===== src/rtl/seg7_pkg.sv =====
// Shared widths, 7-segment glyphs and BCD helpers.
// Glyphs are active-low, bit 0 = seg a .. bit 6 = seg g.
package seg7_pkg;

  localparam int SEG_W = 7;
  localparam int BCD_W = 4;

  localparam logic [SEG_W-1:0] SEG_0 = 7'b1000000;
  localparam logic [SEG_W-1:0] SEG_1 = 7'b1111001;
  localparam logic [SEG_W-1:0] SEG_2 = 7'b0100100;
  localparam logic [SEG_W-1:0] SEG_3 = 7'b0110000;
  localparam logic [SEG_W-1:0] SEG_4 = 7'b0011001;
  localparam logic [SEG_W-1:0] SEG_5 = 7'b0010010;
  localparam logic [SEG_W-1:0] SEG_6 = 7'b0000010;
  localparam logic [SEG_W-1:0] SEG_7 = 7'b1111000;
  localparam logic [SEG_W-1:0] SEG_8 = 7'b0000000;
  localparam logic [SEG_W-1:0] SEG_9 = 7'b0010000;
  localparam logic [SEG_W-1:0] SEG_A = 7'b0001000;
  localparam logic [SEG_W-1:0] SEG_B = 7'b0000011;
  localparam logic [SEG_W-1:0] SEG_C = 7'b1000110;
  localparam logic [SEG_W-1:0] SEG_D = 7'b0100001;
  localparam logic [SEG_W-1:0] SEG_E = 7'b0000110;
  localparam logic [SEG_W-1:0] SEG_F = 7'b0001110;

  localparam logic [SEG_W-1:0] SEG_BLANK = 7'b1111111;

  localparam logic [BCD_W-1:0] BCD_MAX = 4'd9;

  // Non-decimal nibbles collapse to 0 so digits stay in 0..9.
  function automatic logic [BCD_W-1:0] bcd_sat(
    input logic [BCD_W-1:0] n
  );
    return (n > BCD_MAX) ? '0 : n;
  endfunction

endpackage


===== src/rtl/bcd_counter_display_if.sv =====
// Control/status bundle of the BCD counter display.
// master: enable, up, load, load_value out; digits, hex, tick, wrap in.
interface bcd_counter_display_if #(
  parameter int NUM_DIGITS = 2
);
  import seg7_pkg::*;

  logic                        enable;
  logic                        up;
  logic                        load;
  logic [BCD_W*NUM_DIGITS-1:0] load_value;
  logic [BCD_W*NUM_DIGITS-1:0] digits;
  logic [SEG_W*NUM_DIGITS-1:0] hex;
  logic                        tick;
  logic                        wrap;

  modport master (
    output enable,
    output up,
    output load,
    output load_value,
    input  digits,
    input  hex,
    input  tick,
    input  wrap
  );

  modport slave (
    input  enable,
    input  up,
    input  load,
    input  load_value,
    output digits,
    output hex,
    output tick,
    output wrap
  );

endinterface


===== src/rtl/seg7_decoder.sv =====
// One-digit hex to active-low 7-segment decoder.
// bcd: 4-bit code in; seg: active-low segments out (bit 0 = a).
module seg7_decoder
  import seg7_pkg::*;
(
  input  logic [BCD_W-1:0] bcd,
  output logic [SEG_W-1:0] seg
);

  always_comb begin
    seg = SEG_BLANK;
    case (bcd)
      4'h0: seg = SEG_0;
      4'h1: seg = SEG_1;
      4'h2: seg = SEG_2;
      4'h3: seg = SEG_3;
      4'h4: seg = SEG_4;
      4'h5: seg = SEG_5;
      4'h6: seg = SEG_6;
      4'h7: seg = SEG_7;
      4'h8: seg = SEG_8;
      4'h9: seg = SEG_9;
      4'hA: seg = SEG_A;
      4'hB: seg = SEG_B;
      4'hC: seg = SEG_C;
      4'hD: seg = SEG_D;
      4'hE: seg = SEG_E;
      4'hF: seg = SEG_F;
      default: seg = SEG_BLANK;
    endcase
  end

endmodule


===== src/rtl/bcd_counter_display.sv =====
// Prescaled multi-digit up/down BCD counter with 7-seg outputs.
// Ports: CLOCK_50, reset (async, active-low), bus (slave modport).
module bcd_counter_display
  import seg7_pkg::*;
#(
  parameter int NUM_DIGITS = 2,
  parameter int TICK_COUNT = 50000000,
  parameter int PRESCALE_W =
    (TICK_COUNT > 1) ? $clog2(TICK_COUNT) : 1
) (
  input  logic                  CLOCK_50,
  input  logic                  reset,
  bcd_counter_display_if.slave  bus
);

  localparam logic [PRESCALE_W-1:0] PRE_MAX =
    PRESCALE_W'(TICK_COUNT - 1);

  logic [PRESCALE_W-1:0]           pre_q;
  logic [NUM_DIGITS-1:0][BCD_W-1:0] dig_q;
  logic [NUM_DIGITS-1:0][BCD_W-1:0] dig_nx;
  logic [NUM_DIGITS-1:0][BCD_W-1:0] dig_ld;
  logic [SEG_W*NUM_DIGITS-1:0]     hex_w;
  logic                            tick_q;
  logic                            wrap_q;
  logic                            step;
  logic                            carry;
  logic                            roll;

  assign step = bus.enable & ~bus.load
              & (pre_q == PRE_MAX);

  // Ripple carry/borrow; carry out of the top
  // digit means the whole range wrapped.
  always_comb begin
    dig_nx = dig_q;
    carry  = 1'b1;
    for (int i = 0; i < NUM_DIGITS; i++) begin
      if (carry) begin
        if (bus.up) begin
          if (dig_q[i] == BCD_MAX) begin
            dig_nx[i] = '0;
          end else begin
            dig_nx[i] = dig_q[i] + 4'd1;
            carry     = 1'b0;
          end
        end else begin
          if (dig_q[i] == '0) begin
            dig_nx[i] = BCD_MAX;
          end else begin
            dig_nx[i] = dig_q[i] - 4'd1;
            carry     = 1'b0;
          end
        end
      end
    end
    roll = carry;
  end

  always_comb begin
    dig_ld = '0;
    for (int i = 0; i < NUM_DIGITS; i++) begin
      dig_ld[i] =
        bcd_sat(bus.load_value[BCD_W*i +: BCD_W]);
    end
  end

  always_ff @(posedge CLOCK_50 or negedge reset) begin
    if (!reset) begin
      pre_q  <= '0;
      dig_q  <= '0;
      tick_q <= 1'b0;
      wrap_q <= 1'b0;
    end else begin
      tick_q <= step;
      wrap_q <= step & roll;
      if (bus.load) begin
        pre_q <= '0;
        dig_q <= dig_ld;
      end else if (bus.enable) begin
        if (step) begin
          pre_q <= '0;
          dig_q <= dig_nx;
        end else begin
          pre_q <= pre_q + 1'b1;
        end
      end
    end
  end

  for (genvar g = 0; g < NUM_DIGITS; g++) begin : g_dec
    seg7_decoder u_dec (
      .bcd (dig_q[g]),
      .seg (hex_w[SEG_W*g +: SEG_W])
    );
  end

  assign bus.digits = dig_q;
  assign bus.hex    = hex_w;
  assign bus.tick   = tick_q;
  assign bus.wrap   = wrap_q;

endmodule


===== src/flat_wrapper.sv =====
// flat-port wrapper written by rule: the top's interface ports become plain ports
module bcd_counter_display_flat import seg7_pkg::*;
#(
  parameter int NUM_DIGITS = 2,
  parameter int TICK_COUNT = 50000000,
  parameter int PRESCALE_W =
    (TICK_COUNT > 1) ? $clog2(TICK_COUNT) : 1
)
  (CLOCK_50, reset, bus_enable, bus_up, bus_load, bus_load_value, bus_digits, bus_hex, bus_tick, bus_wrap);
  bcd_counter_display_if #(.NUM_DIGITS(NUM_DIGITS)) bus_i ();
  input  logic CLOCK_50;
  input  logic reset;
  input wire logic [$bits(bus_i.enable)-1:0] bus_enable;
  input wire logic [$bits(bus_i.up)-1:0] bus_up;
  input wire logic [$bits(bus_i.load)-1:0] bus_load;
  input wire logic [$bits(bus_i.load_value)-1:0] bus_load_value;
  output wire logic [$bits(bus_i.digits)-1:0] bus_digits;
  output wire logic [$bits(bus_i.hex)-1:0] bus_hex;
  output wire logic [$bits(bus_i.tick)-1:0] bus_tick;
  output wire logic [$bits(bus_i.wrap)-1:0] bus_wrap;
  assign bus_i.enable = bus_enable;
  assign bus_i.up = bus_up;
  assign bus_i.load = bus_load;
  assign bus_i.load_value = bus_load_value;
  assign bus_digits = bus_i.digits;
  assign bus_hex = bus_i.hex;
  assign bus_tick = bus_i.tick;
  assign bus_wrap = bus_i.wrap;
  bcd_counter_display #(.NUM_DIGITS(NUM_DIGITS), .TICK_COUNT(TICK_COUNT), .PRESCALE_W(PRESCALE_W)) u_core (.CLOCK_50(CLOCK_50), .reset(reset), .bus(bus_i));
endmodule

===== config.mk =====
export PLATFORM = sky130hd
export DESIGN_NAME = bcd_counter_display_flat
export DESIGN_NICKNAME = d
export VERILOG_FILES = /design/src/rtl/seg7_pkg.sv /design/src/rtl/bcd_counter_display_if.sv /design/src/rtl/seg7_decoder.sv /design/src/rtl/bcd_counter_display.sv /design/src/flat_wrapper.sv
export SDC_FILE = /design/constraint.sdc
export NUM_CORES = 1
export LEC_CHECK = 0
export CELL_PAD_IN_SITES_DETAIL_PLACEMENT = 1
export CELL_PAD_IN_SITES_GLOBAL_PLACEMENT = 2
export CORE_ASPECT_RATIO = 1.1
export CORE_UTILIZATION = 35
export DETAILED_ROUTE_END_ITERATION = 10
export MAX_ROUTING_LAYER = met4
export PLACE_DENSITY_LB_ADDON = 0.25
export SYNTH_ARGS = -nofsm -noshare
export SYNTH_HDL_FRONTEND = slang
export SYNTH_SLANG_ARGS = --single-unit
export TNS_END_PERCENT = 5

===== constraint.sdc =====
create_clock -name CLOCK_50 -period 7.15 [get_ports CLOCK_50]
set_clock_uncertainty 0.1 [all_clocks]
set_input_delay 0.715 -clock CLOCK_50 [delete_from_list [all_inputs] [get_ports CLOCK_50]]
set_output_delay 0.715 -clock CLOCK_50 [all_outputs]
set_load 0.01 [all_outputs]

== After elaboration in Yosys (flattened, before gate mapping) ==
Memories as Yosys holds them, arrays and structs flattened.
Index checks and enable logic that the tools add are counted.
Word-level totals
  flip-flop bits (word level): 36
  memory bits (read-only): 224
  output and inout port bits: 24
  memories: 2
Cells by class
  add/sub/neg operators: 5
  $lt $le $gt $ge: 2
  equal/unequal tests: 3
  multiplexer cells: 22
  bitwise logic cells: 4
  reduce and logical (&&, ||, !) cells: 7
Memory list
  (no name shown): depth 16, bits a word 7, rd ports 1, clocked after memory_dff 0, wr ports 0, RTL line seg7_decoder.sv:12  | case (bcd)
  (no name shown): depth 16, bits a word 7, rd ports 1, clocked after memory_dff 0, wr ports 0, RTL line seg7_decoder.sv:12
Operator list (number)
  $mux W26: 3
  $mux W4: 9
  $add A26 B1 Y26 const B: 1
  $eq A26 B26 Y1 const B: 1
  $mux W8: 3
  $add A4 B1 Y4 const B: 2
  $eq A4 B4 Y1 const B: 2
  $gt A4 B4 Y1 const B: 2
  $logic_not A4 Y1: 2
  $sub A4 B1 Y4 const B: 2
  $mux W1: 7
  $reduce_bool A2 Y1: 3
  $and A1 B1 Y1: 3
  $reduce_and A3 Y1: 1
  $reduce_and A2 Y1: 1
  $not A1 Y1: 1

== Longest topological paths before layout ==
Gate-level depths: netlist (run 1).
  depth in word-level cells: 7
  gate-level depth with buffers: 8
  mapped depth without buffers: 7

== By module ==
A second synthesis (run 1) with hierarchy kept.
Unflattened totals
  cells, all modules: 331
  area total of the unflattened synthesis: 2803.9 sq um
Modules (own cells, without submodules)
  bcd_counter_display: times used 1, cells an instance 268, area each 2275.9 sq um
  seg7_decoder at u_core.g_dec[1].u_dec: times used 1, cells an instance 32, area each 275.3 sq um
  seg7_decoder at u_core.g_dec[0].u_dec: times used 1, cells an instance 31, area each 252.7 sq um

== Worst setup path before layout (run 1) ==
OpenSTA, ideal clock, no wires.
  path type: input-to-reg
  from: input port bus_load
  to: register u_core.dig_q, in the netlist u_core.bus.digits[7]
  data arrival time: 2376 ps
  required time: 6911 ps
  setup slack: 4535 ps
  stages on the path: 5
  buffers on the path: 0
  cell sequence: or4b_4 -> or4_4 -> nor4_4 -> mux2i_1 -> o32ai_1
On the way
  word-level cells in the longest chain between the ends: 5
  elaborated cells on any way between the ends: 8
  classes of those cells: 1 x mux; 3 x bitwise; 4 x reduce/logical
Ends and longest elaborated chain
  from (decl): RTL line flat_wrapper.sv:15  | input wire logic [$bits(bus_i.load)-1:0] bus_load;
  $not A1 Y1: RTL line bcd_counter_display.sv:30  | assign step = bus.enable & ~bus.load
  $and A1 B1 Y1: RTL line bcd_counter_display.sv:30
  $and A1 B1 Y1: RTL line bcd_counter_display.sv:31  | & (pre_q == PRE_MAX);
  $reduce_bool A2 Y1 (no source line)
  $reduce_and A3 Y1 (no source line)
  to (signal assigned): RTL line bcd_counter_display.sv:79  | dig_q <= dig_ld;
  to (signal assigned): RTL line bcd_counter_display.sv:83  | dig_q <= dig_nx;
  to (decl): RTL line bcd_counter_display.sv:20  | logic [NUM_DIGITS-1:0][BCD_W-1:0] dig_q;
Parallel ways exist; a longest one is shown, timed or not.
A chain may end at the register's enable or synchronous reset.

== Final worst setup path (run 1) ==
  from: input port bus_load
  to: register u_core.dig_q, in the netlist u_core.bus.digits[6]
The elaborated chain is that of the path after synthesis.

==> impl_metrics.toml, run 1 <==
[global_routing]
overflow = 0
antenna_found_initial = 0
grt_pass1_vias = 2394
grt_max_degree = 37
grt_pass1_wl_um = 11600
grt_usage_pct = 18.6

[drt]
drt_wl_total_um = 6610
drt_pre_antenna_iters = 4
drc_errors = 0
viasPerCell = 5.53
drt.antenna.violating_nets = 0
drt-initial-drc-count = 38
detail_route.wl_per_cell_um = 15.0
via_count = 2428

[die]
coreArea_mm2 = 0.00743
rows = 33
start_util_pct = 35.9
io_pins = 37
die_w_um = 85.2
die_area_mm2 = 0.00797
die_y_um = 93.5

[clocking]
cts-root-buf = "clkbuf_8"
cts_max_level = 2
holdBufCountCts = 0
clk_pin_slew_ns = 0.07
clock_latency_ns = 0.28
cts_tree = "yes"
postCtsResizedCells = 0
ctsLongestPathBuffers = 2
cts_num_sinks = 36
cts_buffers = 5
postCtsSetupBuffers = 0

[min_path]
holdCritPathClass = "reg2reg"
min_path_cells = 2

[sta]
rsz0062_at_grt = "false"
finalCritPeriodShare_pct = 47.7
fin_crit_ns = 3.41
hold_viol = 0
fin_tns_setup_ns = 0
slew-limit-headroom_pct = 50.0
fmax_mhz = 293
finalMaxSlewViolations = 0
tightest_slew_ns = 0.743
setup_violations = 0

[final_layout]
drive_gt1_share_pct = 5.68
nFillCells = 905
ff_latch_area_um2 = 901
multiInputGateArea_mm2 = 0.00166
fin_nets = 377
final_util_pct = 42.8
antenna_cells = 0
area_delta_synth_final_pct = 19.3

[setup_path]
crit_fanout = 22
r2r_cells = 6
crit_path_start_kind = "primary input"
setup.worst_path.end_class = "flip-flop"
worst_ep_arrival_time_ns = 3.45
critPathKind = "in2reg"
worst-endpoint-required_ns = 7.20

[pwr]
irDropWorstVdd_v = 0.0000970
power_density_mw_per_mm2 = 153
p_leak_nw = 1.21

[logic_synthesis]
syn_nets = 347
synth_seq_cells = 36
synthesis.instances = 321
synthesis.area_mm2 = 0.00267
synth_ff_type = "dfrtp_1"
yosys.area.top_type_share_pct = 33.8
synth-edff-count = 0
seq_area_frac_synth_pct = 33.8
avgSynthCellArea_um2 = 8.31
async_flop_share_pct = 100
synth_area_leaders = "dfrtp_1 34%, nor2_1 6.2%, ha_1 6.1%"
yosysUniqueCellTypes = 50
synth_warnings = 0
synth_top_area_cell = "dfrtp_1"

[run_status]
status = "finished clean"

[flow_run]
max_cap_viol_count = 0

[placement]
port_buffers = 36
dp_hpwl_um = 4800
place_congestion = 0.757
## worst max-delay path, stage by stage
cell,delay [ns]
clkdlybuf4s50_1,0.76
or4b_4,0.69
or4_4,0.57
nor4_4,0.34
mux2i_1,0.30
o21ai_1,0.08
## worst paths after layout
path | startpoint | end | slack [ns]
max in group asynchronous | reset | u_core.pre_q[3] | 5.87
min in group asynchronous | reset | u_core.bus.digits[7] | 0.76
max reg2reg | u_core.pre_q[0] | u_core.bus.digits[6] | 4.54
max | bus_load | u_core.bus.digits[6] | 3.74
min | u_core.pre_q[25] | u_core.pre_q[25] | 0.47
min reg2reg | u_core.pre_q[25] | u_core.pre_q[25] | 0.47
## layout by cell type, fill, tap and decap left out, drive strengths merged, types with 9 or more instances in the layout
cell            n
a21oi          13
clkdlybuf4s50  36
dfrtp          36
ha             13
inv            11
mux2i          10
nand2          31
nand3          16
nor2           44
o21ai          22
xnor2          12
xor2            9
## where the power goes
group          internal (mW)  switching [mW]
combinational         0.0593          0.0568
sequential             0.208          0.0156
clock                 0.0786          0.0697
total                  0.345           0.142
## final cells by class
class                   count  share of cell area, %
multi-input cells         259                   52.3
inverters                  11                   1.30
flip-flops and latches     36                   28.3
repair buffers             38                   11.8
clock buffers               8                   2.83
well taps                  87                   3.42
## synth_stat cells (7+ instances only)
| cell | n |
|---|---|
| a31oi_1 | 7 |
| nand2_1 | 31 |
| nor2_1 | 44 |
| nand4_1 | 8 |
| xnor2_1 | 12 |
| dfrtp_1 | 36 |
| o21ai_0 | 19 |
| mux2i_1 | 10 |
| clkbuf_1 | 10 |
| nand3_1 | 16 |
| ha_1 | 13 |
| xor2_1 | 9 |
| a21oi_1 | 13 |
| inv_1 | 11 |
## cell families (layout without fill, tap and decap cells)
family / after synthesis / in the layout / share of synthesized area [%]
adders and majority gates: 13 / 13 / 6.10
buffers and inverters: 26 / 57 / 3.80
and+or+nand+nor: 151 / 151 / 30.3
DFF: 36 / 36 / 33.8
AOI/OAI and AO/OA: 63 / 63 / 14.5
muxes: 11 / 11 / 4.60
xor gates and xnor gates: 21 / 21 / 6.90
## layer usage
metal,track usage [%],vias up,routed length (um)
met4,5.37,0,83
met1,22.8,1179,3040
met2,31.7,37,3350
met3,2.82,7,134
li1,-,1205,-
met5,-,-,0
## per-stage QoR
step	cell area, um2	std cells	hold slack, ns	worst slack, ns	power (mW)
after floorplan	2670	321	0.319	4.53	0.288
after global placement	3090	431	0.454	3.49	0.343
after detailed placement	3090	431	0.460	3.38	0.344
after CTS	3180	439	0.469	3.69	0.496
after global routing	3180	439	0.510	3.57	0.518
final	3180	439	0.468	3.74	0.488
## sequential cells by signal, indices dropped and copies added (netlist names)
name / cells
u_core.pre_q: 26
u_core.bus.wrap: 1
u_core.bus.digits: 8
u_core.bus.tick: 1
Note: power is estimated with default switching activity, not from simulation.
==> run 2, diff against run 1 <==
CORE_UTILIZATION = 30   (was 35)
clock period = 2.82 ns   (was 7.15 ns; I/O delays follow)
==> run 2 against run 1 <==
Net effect: total power grew to 2.8 times the previous value; final area grew 5.5%; sequential power increased by 140%; combinational power grew to 2.9 times the previous value; largest power group unchanged; count of clock-buffer cells in the layout down 3; register-to-register slack lost 4.1 ns; via count up 2.3%; hold slack got worse by 0.0056 ns; routed wire length rose by 8.1%; sequential share of layout area fell by 1.5 points; highest routed layer unchanged; flip-flop and latch count unchanged.
==> impl_metrics.toml, run 2 (same netlist as run 1, synthesis figures left out) <==
[run_status]
status = "finished clean"

[setup_path]
worst-endpoint-required_ns = 2.44
setup.worst_path.end_class = "primary output"
critPathKind = "reg2out"
crit_fanout = 10
worst_ep_arrival_time_ns = 2.26
crit_path_start_kind = "flip-flop"

[clocking]
cts_max_level = 2
cts_tree = "yes"
clock_latency_ns = 0.29
cts_buffers = 5
cts_num_sinks = 36
cts-root-buf = "clkbuf_8"
clk_pin_slew_ns = 0.08
ctsLongestPathBuffers = 2

[final_layout]
drive_gt1_share_pct = 10.1
antenna_cells = 0
regMostFlops = "u_core.pre_q"
largest_reg_flops = 26
mostFrequentLayoutCell = "nor2_1"
area_delta_synth_final_pct = 25.8
final_cells = 478
fin_nets = 392
layout_common_cells = "44 x nor2_1, 36 x dfrtp_1, 35 x clkdlybuf4s50_1"

[sta]
setup_violations = 0
rsz0062_at_grt = "false"
slew-limit-headroom_pct = 45.6
fin_crit_ns = 2.64
tightest_slew_ns = 0.816
finalMaxSlewViolations = 0
finalCritPeriodShare_pct = 93.6
fmax_mhz = 379
hold_viol = 0
fin_tns_setup_ns = 0

[global_routing]
grt_usage_pct = 16.8
grt_pass1_wl_um = 12100
overflow = 0
grt_max_degree = 37
antenna_found_initial = 0
grt_pass1_vias = 2506

[drt]
drt.antenna.violating_nets = 0
via_count = 2485
drc_errors = 0
drt-initial-drc-count = 41
drt_pre_antenna_iters = 4
drt_wl_total_um = 7140
viasPerCell = 5.20
detail_route.wl_per_cell_um = 14.9

[flow_run]
max_cap_viol_count = 0

[die]
die_y_um = 101
start_util_pct = 31.4
coreArea_mm2 = 0.00850
io_pins = 37
die_area_mm2 = 0.00927
rows = 35
die_w_um = 91.9

[placement]
dp_cells = 469
place_congestion = 0.759
port_buffers = 36
dp_hpwl_um = 5270

[pwr]
p_leak_nw = 1.30
power_density_mw_per_mm2 = 401
irDropWorstVdd_v = 0.000196

[min_path]
holdCritPathClass = "in2reg"
==> run 2: area by class of cell <==
type / count / area, um2
clock buffers: 5 / 68.8
multi-input cells: 259 / 1660
repair buffers: 53 / 498
fillers: 1025 / 5140
well taps: 111 / 139
inverters: 11 / 41.3
clock inverters: 3 / 42.5
flip-flops and latches: 36 / 901
==> run 2: final timing paths <==
path | endpoint | cells after the start | slack, ns | start
worst max-delay path | bus_hex[13] | 6 | 0.18 | u_core.bus.digits[4]
worst min-delay path | u_core.bus.digits[4] | 3 | 0.46 | bus_load_value[4]
worst max register to register | u_core.bus.digits[7] | 5 | 0.40 | u_core.pre_q[7]
worst min register to register | u_core.pre_q[25] | 2 | 0.48 | u_core.pre_q[25]
max in group asynchronous | u_core.pre_q[14] | 2 | 1.59 | reset
min in group asynchronous | u_core.pre_q[5] | 2 | 0.52 | reset
==> run 2: power breakdown <==
group	internal [mW]	switching (mW)	total (mW)	leakage [nW]
Sequential	0.526	0.0175	0.544	0.495
Combinational	0.167	0.173	0.340	0.749
Clock	0.262	0.200	0.462	0.0541
==> run 2: worst max-delay path, stage by stage (launching register included) <==
cell	delay, ns
dfrtp_1	0.50
inv_1	0.23
ha_1	0.35
ha_1	0.20
nand2_1	0.05
o21ai_0	0.07
clkdlybuf4s50_1	0.55
==> run 2: per-stage QoR <==
| step | util (%) | setup WS [ns] | power, mW | cell area [um2] | hold WS (ns) |
|---|---|---|---|---|---|
| 6_report | 39.5 | 0.181 | 1.35 | 3350 | 0.463 |
| 5_1_grt | 39.5 | 0.0116 | 1.42 | 3350 | 0.484 |
| 4_1_cts | 39.5 | 0.167 | 1.37 | 3350 | 0.463 |
| 3_5_place_dp | 38.1 | 0.0428 | 0.897 | 3230 | 0.329 |
| 3_3_place_gp | 38.1 | 0.0795 | 0.894 | 3230 | 0.324 |
| 2_1_floorplan | - | 0.522 | 0.730 | 2670 | -0.114 |
==> run 2: what timing repair did <==
action                                  4_1_cts  5_1_grt
gates resized for setup                       0        0
endpoints found under the setup margin        0        0
hold endpoints to repair                      5        0
setup buffers                                 0        0
hold buffers                                  1        0
==> run 2: layer usage <==
metal / GRT usage (%) / vias up / routed length [um]
li1: - / 1240 / -
met1: 20.3 / 1198 / 3360
met2: 28.6 / 37 / 3490
met3: 2.41 / 10 / 158
met4: 6.01 / 0 / 137
met5: - / - / 0
==> run 3, diff against run 2 <==
CAP_MARGIN = 0   (was not set)
CTS_CLUSTER_SIZE = 30   (was not set)
==> results of run 3 <==
The final DEF is identical to that of run 2; final timing and power are the same.
